`src/rtl/ps2_scancode_decoder.sv`:
```
// PS/2 set-2 scancode to ASCII translator with modifier tracking and a show-ahead character FIFO.
// Upstream handshake: sc_data is valid while sc_ready=1; sc_rd is a one-cycle pop and the code is taken on that edge.
module ps2_scancode_decoder #(
  parameter int DEPTH = 16,
  parameter int AW    = 4
) (
  input  logic       clk,
  input  logic       rst,
  input  logic       sc_ready,
  input  logic [7:0] sc_data,
  output logic       sc_rd,
  input  logic       rd,
  output logic [7:0] dout,
  output logic       chr_ready,
  input  logic       clr_of,
  output logic       overflow
);

  typedef enum logic [1:0] {IDLE, POP, DECODE, WAIT} state_t;

  localparam logic [AW:0] FULL_CNT = (AW+1)'(DEPTH);

  state_t state, state_nxt;
  logic [7:0] code_q;
  logic brk, ext, shift_l, shift_r, ctrl, caps;
  logic shift;

  logic [7:0] map_lo, map_hi;
  logic       is_letter, mapped;
  logic       push_req;
  logic [7:0] push_char;

  logic [7:0]  mem [DEPTH];
  logic [AW-1:0] wr_ptr, rd_ptr;
  logic [AW:0]   count;
  logic full, empty, do_rd, push_ok;

  always_ff @(posedge clk or posedge rst) begin
    if (rst) state <= IDLE;
    else     state <= state_nxt;
  end

  always_comb begin
    state_nxt = state;
    sc_rd     = 1'b0;
    case (state)
      IDLE:    if (sc_ready) state_nxt = POP;
      POP:     begin sc_rd = 1'b1; state_nxt = DECODE; end
      DECODE:  state_nxt = WAIT;
      WAIT:    state_nxt = IDLE;
      default: state_nxt = IDLE;
    endcase
  end

  always_ff @(posedge clk or posedge rst) begin
    if (rst) code_q <= 8'h00;
    else if (state == POP) code_q <= sc_data;
  end

  // Unshifted/shifted characters for non-extended set-2 codes.
  always_comb begin
    map_lo    = 8'h00;
    map_hi    = 8'h00;
    is_letter = 1'b0;
    mapped    = 1'b1;
    case (code_q)
      8'h1C: begin map_lo = 8'h61; is_letter = 1'b1; end
      8'h32: begin map_lo = 8'h62; is_letter = 1'b1; end
      8'h21: begin map_lo = 8'h63; is_letter = 1'b1; end
      8'h23: begin map_lo = 8'h64; is_letter = 1'b1; end
      8'h24: begin map_lo = 8'h65; is_letter = 1'b1; end
      8'h2B: begin map_lo = 8'h66; is_letter = 1'b1; end
      8'h34: begin map_lo = 8'h67; is_letter = 1'b1; end
      8'h33: begin map_lo = 8'h68; is_letter = 1'b1; end
      8'h43: begin map_lo = 8'h69; is_letter = 1'b1; end
      8'h3B: begin map_lo = 8'h6A; is_letter = 1'b1; end
      8'h42: begin map_lo = 8'h6B; is_letter = 1'b1; end
      8'h4B: begin map_lo = 8'h6C; is_letter = 1'b1; end
      8'h3A: begin map_lo = 8'h6D; is_letter = 1'b1; end
      8'h31: begin map_lo = 8'h6E; is_letter = 1'b1; end
      8'h44: begin map_lo = 8'h6F; is_letter = 1'b1; end
      8'h4D: begin map_lo = 8'h70; is_letter = 1'b1; end
      8'h15: begin map_lo = 8'h71; is_letter = 1'b1; end
      8'h2D: begin map_lo = 8'h72; is_letter = 1'b1; end
      8'h1B: begin map_lo = 8'h73; is_letter = 1'b1; end
      8'h2C: begin map_lo = 8'h74; is_letter = 1'b1; end
      8'h3C: begin map_lo = 8'h75; is_letter = 1'b1; end
      8'h2A: begin map_lo = 8'h76; is_letter = 1'b1; end
      8'h1D: begin map_lo = 8'h77; is_letter = 1'b1; end
      8'h22: begin map_lo = 8'h78; is_letter = 1'b1; end
      8'h35: begin map_lo = 8'h79; is_letter = 1'b1; end
      8'h1A: begin map_lo = 8'h7A; is_letter = 1'b1; end
      8'h16: begin map_lo = 8'h31; map_hi = 8'h21; end
      8'h1E: begin map_lo = 8'h32; map_hi = 8'h40; end
      8'h26: begin map_lo = 8'h33; map_hi = 8'h23; end
      8'h25: begin map_lo = 8'h34; map_hi = 8'h24; end
      8'h2E: begin map_lo = 8'h35; map_hi = 8'h25; end
      8'h36: begin map_lo = 8'h36; map_hi = 8'h5E; end
      8'h3D: begin map_lo = 8'h37; map_hi = 8'h26; end
      8'h3E: begin map_lo = 8'h38; map_hi = 8'h2A; end
      8'h46: begin map_lo = 8'h39; map_hi = 8'h28; end
      8'h45: begin map_lo = 8'h30; map_hi = 8'h29; end
      8'h0E: begin map_lo = 8'h60; map_hi = 8'h7E; end
      8'h4E: begin map_lo = 8'h2D; map_hi = 8'h5F; end
      8'h55: begin map_lo = 8'h3D; map_hi = 8'h2B; end
      8'h54: begin map_lo = 8'h5B; map_hi = 8'h7B; end
      8'h5B: begin map_lo = 8'h5D; map_hi = 8'h7D; end
      8'h5D: begin map_lo = 8'h5C; map_hi = 8'h7C; end
      8'h4C: begin map_lo = 8'h3B; map_hi = 8'h3A; end
      8'h52: begin map_lo = 8'h27; map_hi = 8'h22; end
      8'h41: begin map_lo = 8'h2C; map_hi = 8'h3C; end
      8'h49: begin map_lo = 8'h2E; map_hi = 8'h3E; end
      8'h4A: begin map_lo = 8'h2F; map_hi = 8'h3F; end
      8'h29: begin map_lo = 8'h20; map_hi = 8'h20; end
      8'h5A: begin map_lo = 8'h0D; map_hi = 8'h0D; end
      8'h66: begin map_lo = 8'h08; map_hi = 8'h08; end
      8'h0D: begin map_lo = 8'h09; map_hi = 8'h09; end
      8'h76: begin map_lo = 8'h1B; map_hi = 8'h1B; end
      default: mapped = 1'b0;
    endcase
    if (is_letter) map_hi = map_lo & 8'hDF;
  end

  assign shift = shift_l | shift_r;

  always_comb begin
    push_req  = 1'b0;
    push_char = 8'h00;
    if (state == DECODE && !brk) begin
      case (code_q)
        8'hF0, 8'hE0, 8'h12, 8'h59, 8'h14, 8'h58: push_req = 1'b0;
        default: begin
          if (ext) begin
            case (code_q)
              8'h75: begin push_req = 1'b1; push_char = 8'h80; end
              8'h72: begin push_req = 1'b1; push_char = 8'h81; end
              8'h6B: begin push_req = 1'b1; push_char = 8'h82; end
              8'h74: begin push_req = 1'b1; push_char = 8'h83; end
              default: push_req = 1'b0;
            endcase
          end else if (mapped) begin
            push_req = 1'b1;
            if (is_letter && ctrl)  push_char = map_lo & 8'h1F;
            else if (is_letter)     push_char = (shift ^ caps) ? map_hi : map_lo;
            else                    push_char = shift ? map_hi : map_lo;
          end
        end
      endcase
    end
  end

  // Prefix flags accumulate; any other code consumes them.
  always_ff @(posedge clk or posedge rst) begin
    if (rst) begin
      brk <= 1'b0; ext <= 1'b0; shift_l <= 1'b0;
      shift_r <= 1'b0; ctrl <= 1'b0; caps <= 1'b0;
    end else if (state == DECODE) begin
      if (code_q == 8'hF0) brk <= 1'b1;
      else if (code_q == 8'hE0) ext <= 1'b1;
      else begin
        case (code_q)
          8'h12: shift_l <= ~brk;
          8'h59: shift_r <= ~brk;
          8'h14: ctrl    <= ~brk;
          8'h58: if (!brk) caps <= ~caps;
          default: ;
        endcase
        brk <= 1'b0;
        ext <= 1'b0;
      end
    end
  end

  assign empty   = (count == '0);
  assign full    = (count == FULL_CNT);
  assign do_rd   = rd && !empty;
  assign push_ok = push_req && (!full || do_rd);

  always_ff @(posedge clk) begin
    if (push_ok) mem[wr_ptr] <= push_char;
  end

  always_ff @(posedge clk or posedge rst) begin
    if (rst) begin
      wr_ptr   <= '0;
      rd_ptr   <= '0;
      count    <= '0;
      overflow <= 1'b0;
    end else begin
      if (push_ok) wr_ptr <= wr_ptr + AW'(1);
      if (do_rd)   rd_ptr <= rd_ptr + AW'(1);
      case ({push_ok, do_rd})
        2'b10:   count <= count + (AW+1)'(1);
        2'b01:   count <= count - (AW+1)'(1);
        default: count <= count;
      endcase
      if (push_req && full && !do_rd) overflow <= 1'b1;
      else if (clr_of)                overflow <= 1'b0;
    end
  end

  assign chr_ready = !empty;
  assign dout      = empty ? 8'h00 : mem[rd_ptr];

endmodule

```
`config.mk`:
```
export PLATFORM = sky130hd
export DESIGN_NAME = ps2_scancode_decoder
export DESIGN_NICKNAME = d
export VERILOG_FILES = /design/src/rtl/ps2_scancode_decoder.sv
export SDC_FILE = /design/constraint.sdc
export NUM_CORES = 1
export LEC_CHECK = 0
export CELL_PAD_IN_SITES_DETAIL_PLACEMENT = 0
export CELL_PAD_IN_SITES_GLOBAL_PLACEMENT = 2
export CORE_MARGIN = 3
export CORE_UTILIZATION = 47
export CTS_BUF_LIST = sky130_fd_sc_hd__clkbuf_4
export DETAILED_ROUTE_END_ITERATION = 8
export GPL_TIMING_DRIVEN = 0
export HOLD_SLACK_MARGIN = 0.08
export PLACE_DENSITY = 0.88
export SLEW_MARGIN = 20
export SYNTH_ARGS = -nofsm -noshare
export SYNTH_HDL_FRONTEND = slang
export SYNTH_SLANG_ARGS = --single-unit
export TNS_END_PERCENT = 1
```
`constraint.sdc`:
```
create_clock -name clk -period 4 [get_ports clk]
set_input_delay 0.6 -clock clk [delete_from_list [all_inputs] [get_ports clk]]
set_output_delay 0.6 -clock clk [all_outputs]
set_load 0.01 [all_outputs]
```
## After elaboration in Yosys (flattened, before gate mapping)

Memory sizes are Yosys's and may differ from the RTL's.
Index checks and enable logic that the tools add are counted.

| word-level totals | value |
|---|---|
| memories | 1 |
| bits in latches | 0 |
| output and inout bits | 11 |
| bits in read-only memories | 0 |
| memory bits (writable) | 128 |
| input port bits | 13 |
| register bits after elaboration | 30 |
| word-level logic and storage cells | 149 |

Memories:

| name | words | bits a word | rd ports | clocked after Yosys merged registers in | write ports | line | text |
|---|---|---|---|---|---|---|---|
| mem | 16 | 8 | 1 | 0 | 1 | 33 | `logic [7:0] mem [DEPTH];` |

| cells by class | value |
|---|---|
| muxes and demuxes | 31 |
| bitwise logic cells | 6 |
| eq/ne operators | 70 |
| $add $sub $neg | 4 |
| shift operators | 0 |
| reduce and logical (&&, ||, !) cells | 25 |
| divide/modulo/power cells | 0 |
| magnitude comparators | 0 |
| $mul | 0 |

Operators with widths:

| cell | number |
|---|---|
| $pmux W7 S52 | 1 |
| $eq A8 B7 Y1 const B | 26 |
| $eq A8 B6 Y1 const B | 23 |
| $pmux W7 S26 | 1 |
| $mux W8 | 10 |
| $eq A8 B5 Y1 const B | 9 |
| $reduce_or A52 Y1 | 1 |
| $pmux W8 S4 | 1 |
| $reduce_or A26 Y1 | 1 |
| $eq A8 B4 Y1 const B | 2 |
| $eq A8 B8 Y1 const B | 2 |
| $mux W1 | 15 |
| $reduce_and A4 Y1 | 3 |
| $pmux W5 S2 | 1 |
| $add A4 B1 Y4 const B | 2 |
| $pmux W2 S4 | 1 |
| $eq A2 B2 Y1 const B | 3 |
| $logic_and A1 B1 Y1 | 6 |
| $reduce_or A6 Y1 | 1 |
| $add A5 B1 Y5 const B | 1 |
| $eq A5 B5 Y1 const B | 1 |
| $logic_not A5 Y1 | 1 |
| $reduce_and A5 Y1 | 1 |
| $sub A5 B1 Y5 const B | 1 |
| other kinds (12) | 22 |

## Longest topological paths before layout

Gate-level depths: netlist of run 1.

| logic depth | value |
|---|---|
| depth after elaboration | 11 |
| gate-level depth with buffers | 15 |
| gate-level depth less buffers | 12 |

## Worst setup path before layout of run 1

Ideal clock, no wire load.

| timing path | value |
|---|---|
| kind | reg2reg |
| start | register code_q[4] |
| end | register count[4] |
| setup time | 0.079 ns |
| data required time | 3.921 ns |
| arrival | 3.125 ns |
| path slack | 0.796 ns |
| stages on the path, launching flop included | 15 |
| buffers on the path | 2 |
| period minus slack after synthesis | 3.204 ns |
| cell sequence | dfrtp_1 > buf_6 > or4b_1 > buf_2 > nor3_4 > a211oi_2 > nand3_2 > nor4_4 > o21ai_4 > inv_1 > fa_1 > a21o_1 > a21oi_1 > mux2i_4 > xor2_1 |

| between the ends | value |
|---|---|
| cells in the longest elaborated chain, start to end | 10 |
| elaborated cells on any way between the ends | 76 |
| classes of those cells | eq/ne: 64; mux: 7; reduce/logical: 5 |

RTL lines:

| element | line | text |
|---|---|---|
| from (decl) | 24 | `logic [7:0] code_q;` |
| from (signal assigned) | 57 | `else if (state == POP) code_q <= sc_data;` |
| $eq A8 B7 Y1, or another cell as far along | 66 | `case (code_q)` |
| $reduce_or A52 Y1 (no line) | -- |  |
| $mux W1 | 66 |  |
| $mux W1 | 141 | `end else if (mapped) begin` |
| $mux W1 | 133 | `if (ext) begin` |
| $mux W1 (*) | 130 | `case (code_q)` |
| $mux W1 (*) | 129 | `if (state == DECODE && !brk) begin` |
| $logic_and A1 B1 Y1 (*) | 177 | `assign push_ok = push_req && (!full \|\| do_rd);` |
| $eq A2 B1 Y1 or $eq A2 B2 Y1 (tied branches) | 192 | `case ({push_ok, do_rd})` |
| $pmux W5 S2 or $reduce_bool A2 Y1 (tied branches) | -- |  |
| to (signal assigned) | 193 | `2'b10: count <= count + (AW+1)'(1);` |
| to (signal assigned) | 194 | `2'b01: count <= count - (AW+1)'(1);` |
| to (signal assigned) | 195 | `default: count <= count;` |
| to (decl) | 35 | `logic [AW:0] count;` |

Mark *: on every way between the ends. The rest lies on a longest branch, timed or not.
A chain may end at the register's enable or synchronous reset.

## Final worst setup path of run 1

| timing path | value |
|---|---|
| start | register code_q[3] |
| end | register count[4] |

Same word-level chain as after synthesis.

==> results of run 1 <==
## final timing paths
kind / slack [ns] / depth (start not counted) / to
max: 0.12 / 14 / count[4]
min: 0.43 / 2 / code_q[7]
max reg2reg: 0.12 / 14 / count[4]
min reg2reg: 0.50 / 1 / caps
max in group asynchronous: 3.15 / 2 / wr_ptr[2]
min in group clk: 0.50 / 1 / caps
## worst max-delay path, cell delays in order (launching register included)
cell      delay [ns]
dfrtp_1         0.39
buf_4           0.17
buf_2           0.20
nand4b_1        0.29
nor2_1          0.07
a211oi_1        0.39
nand4_1         0.26
nor4_4          0.47
o21ai_4         0.13
inv_1           0.17
ha_1            0.29
a21o_1          0.17
a21oi_1         0.34
mux2i_4         0.30
xor2_1          0.17
## area by class of cell
class / instances / area [um2]
Inverter: 12 / 45.04
Fill cell: 1395 / 7640
Multi-Input combinational cell: 367 / 3273
Timing Repair Buffer: 28 / 267.8
Tap cell: 220 / 275.3
Buffer: 39 / 244.0
Antenna cell: 1 / 2.502
Clock buffer: 17 / 127.6
Clock inverter: 15 / 231.5
Sequential cell: 158 / 4594
## metrics by stage
stage | setup TNS [ns] | total power [mW] | cells
after floorplan | 0 | 4.235 | 577
after global placement | -3.016 | 5.098 | 820
after detailed placement | -0.02848 | 5.129 | 821
after CTS | 0 | 6.319 | 853
after global routing | -0.002186 | 6.669 | 857
final | 0 | 6.336 | 857
## cells by family after synthesis
kind of cell	share of synthesized area (%)
multiplexers	13.43
buffers and inverters	3.415
XOR/XNOR	1.406
AND/OR/NAND/NOR	13.98
AO/OA/AOI/OAI	8.931
adder cells (fa/ha/maj)	2.101
flip-flops	56.74
## report_power, final
part | internal [mW] | switching, mW | leakage [nW]
clock | 0.573 | 0.597 | 0.192
sequential | 1.96 | 0.125 | 1.47
combinational | 1.31 | 1.77 | 1.42
total | 3.84 | 2.49 | 3.09
## cells in the final DEF (no fill, tap or decap), types with 4 or more instances in the layout
master	synthesis	final
edfxtp_1	128	128
mux4_2	40	40
nand2_1	34	34
dfrtp_1	30	30
a21oi_1	30	27
nor2_1	29	26
o21ai_0	24	23
clkdlybuf4s50_1	0	23
nor2b_1	19	19
and3_1	17	17
clkbuf_4	0	17
buf_4	6	14
ha_1	12	12
buf_2	11	11
inv_1	12	11
xnor2_1	9	9
nor3_1	10	8
nand3_1	8	8
mux2_2	7	7
nand4_1	7	7
buf_6	6	6
clkbuf_1	10	5
nor3b_1	5	5
o22ai_1	5	5
a31oi_1	5	5
bufinv_16	0	5
buf_1	7	4
nor4_1	4	4
nor3_2	2	4
nor2_2	1	4
nand2b_1	5	4
nand4b_1	4	4
a211oi_1	4	4
a21o_1	4	4
xor2_1	4	4
clkbuf_2	0	4
mux2i_1	4	4
## flip-flops by register name, summed over array words and instances (netlist names), 2 cells and up
signal	flops
state	2
code_q	8
mem	128
count	5
wr_ptr	4
rd_ptr	4
## repair_timing
item | CTS | global route
resized for setup | 18 | 5
buffers inserted | 0 | 4
hold endpoints to repair | 0 | 0
endpoints found under the setup margin | 29 | 8
hold buffers | 0 | 0
pin swaps | 0 | 2
gates cloned | 0 | 0
## routing by layer
layer | vias to the layer above | share of wire [%]
met3 | 50 | 7.1
met4 | 0 | 3.0
met1 | 2726 | 41
met5 | - | 0
met2 | 263 | 49
li1 | 2363 | -
==> results.py, run 1 <==
metrics = {
    "yosys": {
        "synth_area_um2": 8098,
        "ys_types": 85,
        "synth-seq-cells": 158,
        "ys_warn_count": 0,
        "synth_area_leader_cell": "edfxtp_1",
        "synth_nets": 603,
        "synth_top_area_share_pct": 47.47,
        "yosysMostFrequentCell": "edfxtp_1",
        "synth_top_flop_cell": "edfxtp_1",
        "synthCells": 577,
        "synth_edf_count": 128,
        "synthTopCellsByArea": "edfxtp_1 (47%), mux4_2 (11%), dfrtp_1 (9.3%), a21oi_1 (1.9%), ha_1 (1.9%)",
        "syn_area_per_cell_um2": 14.03,
        "synthTopCellsByCount": "edfxtp_1 (128), mux4_2 (40), nand2_1 (34), a21oi_1 (30), dfrtp_1 (30)",
        "async_flop_share_pct": 18.99,
        "ys_seq_area_share_pct": 56.74,
    },
    "global_route": {
        "grt.met1_usage_pct": 29.34,
        "grtUsageTotal_pct": 22.41,
        "use_met2_pct": 36.21,
        "grt_pass1_vias": 5402,
        "use_met3_pct": 5.150,
        "top_usage_layer": "met2",
        "antenna_found_initial": 1,
        "grt_max_degree": 31,
        "grt_pass1_wl_mm": 30.90,
        "grt_overflow": 0,
    },
    "setup_path": {
        "endpoint_kind": "register",
        "critPathArrivalTime_ns": 4.36,
        "worst-endpoint-required_ns": 4.48,
        "crit_type": "reg -> reg",
        "r2r_start": "code_q[3]",
        "cp-startpoint": "code_q[3]",
        "cp_max_fo": 10,
        "critPathLaunchType": "register",
    },
    "drt": {
        "finalWirelength_mm": 20.20,
        "ant_nets": 0,
        "vias_per_cell": 6.303,
        "drtIter0Drc": 489,
        "drc": 0,
        "wire_per_inst_um": 23.57,
        "first_pass_iters": 7,
        "detailroute.via_count": 5402,
    },
    "cells_and_area": {
        "drive_gt1_share_pct": 24.06,
        "syn2layout_area_growth_pct": 11.90,
        "utilization_pct": 54.26,
        "final_cell_area_um2": 9061,
        "fin_nets": 649,
    },
    "floorplanning": {
        "core_area_um2": 16700,
        "die_width_um": 137.3,
        "io_pins": 24,
        "die_height_um": 137.3,
        "num_rows": 47,
        "start_util_pct": 48.49,
        "die-area_um2": 18840,
    },
    "cts": {
        "clock_latency_ns": 0.55,
        "cts_buffers": 17,
        "clock_sinks": 158,
        "cts_buffer_depth": 2,
        "clk_pin_slew_ns": 0.14,
        "cts_tree": "built",
        "cts_htree_levels": 4,
        "root_buffer": "clkbuf_4",
    },
    "outcome": {
        "status": "finished clean",
    },
    "timing": {
        "setup_viol": 0,
        "fmaxAchievable_mhz": 257.7,
        "finClkSkew_ns": 0.02123,
        "fin_crit_sh_pct": 97.00,
        "hold_viol_final": 0,
        "slew_headroom_pct": 42.40,
        "hold_ws_ns": 0.4329,
        "rsz0062_at_grt": "true",
        "worst_pin_slew_ns": 0.8622,
        "worst_slack_ns": 0.1199,
        "final_max_slew_viol_count": 0,
        "layout_min_cycle_time_ns": 3.880,
    },
    "placed_design": {
        "hpwl_mm": 14.40,
        "pre_cts_slack_ns": -0.003228,
        "gp_congestion": 0.9006,
        "place_area_um2": 8621,
        "portBuffers": 23,
    },
    "power": {
        "p_leak_nw": 3.089,
        "peakVddDrop_mv": 0.4020,
        "powerDensity_nw_per_um2": 699.3,
    },
    "run": {
        "cap_violations": 0,
    },
    "min_path": {
        "hold_class": "in -> async",
    },
}
No activity file was read; power rests on OpenSTA's default activity.
==> run 2, diff against run 1 <==
--- a/config.mk
+++ b/config.mk
@@ -5,12 +5,14 @@
 export SDC_FILE = /design/constraint.sdc
 export NUM_CORES = 1
 export LEC_CHECK = 0
+export ABC_CLOCK_PERIOD_IN_PS = 4000
 export CELL_PAD_IN_SITES_DETAIL_PLACEMENT = 0
 export CELL_PAD_IN_SITES_GLOBAL_PLACEMENT = 2
 export CORE_MARGIN = 3
 export CORE_UTILIZATION = 47
 export CTS_BUF_LIST = sky130_fd_sc_hd__clkbuf_4
 export DETAILED_ROUTE_END_ITERATION = 8
+export GPL_ROUTABILITY_DRIVEN = 1
 export GPL_TIMING_DRIVEN = 0
 export HOLD_SLACK_MARGIN = 0.08
 export PLACE_DENSITY = 0.88
==> results of run 2 <==
No change in the layout: final DEF, timing and power equal those of run 1.
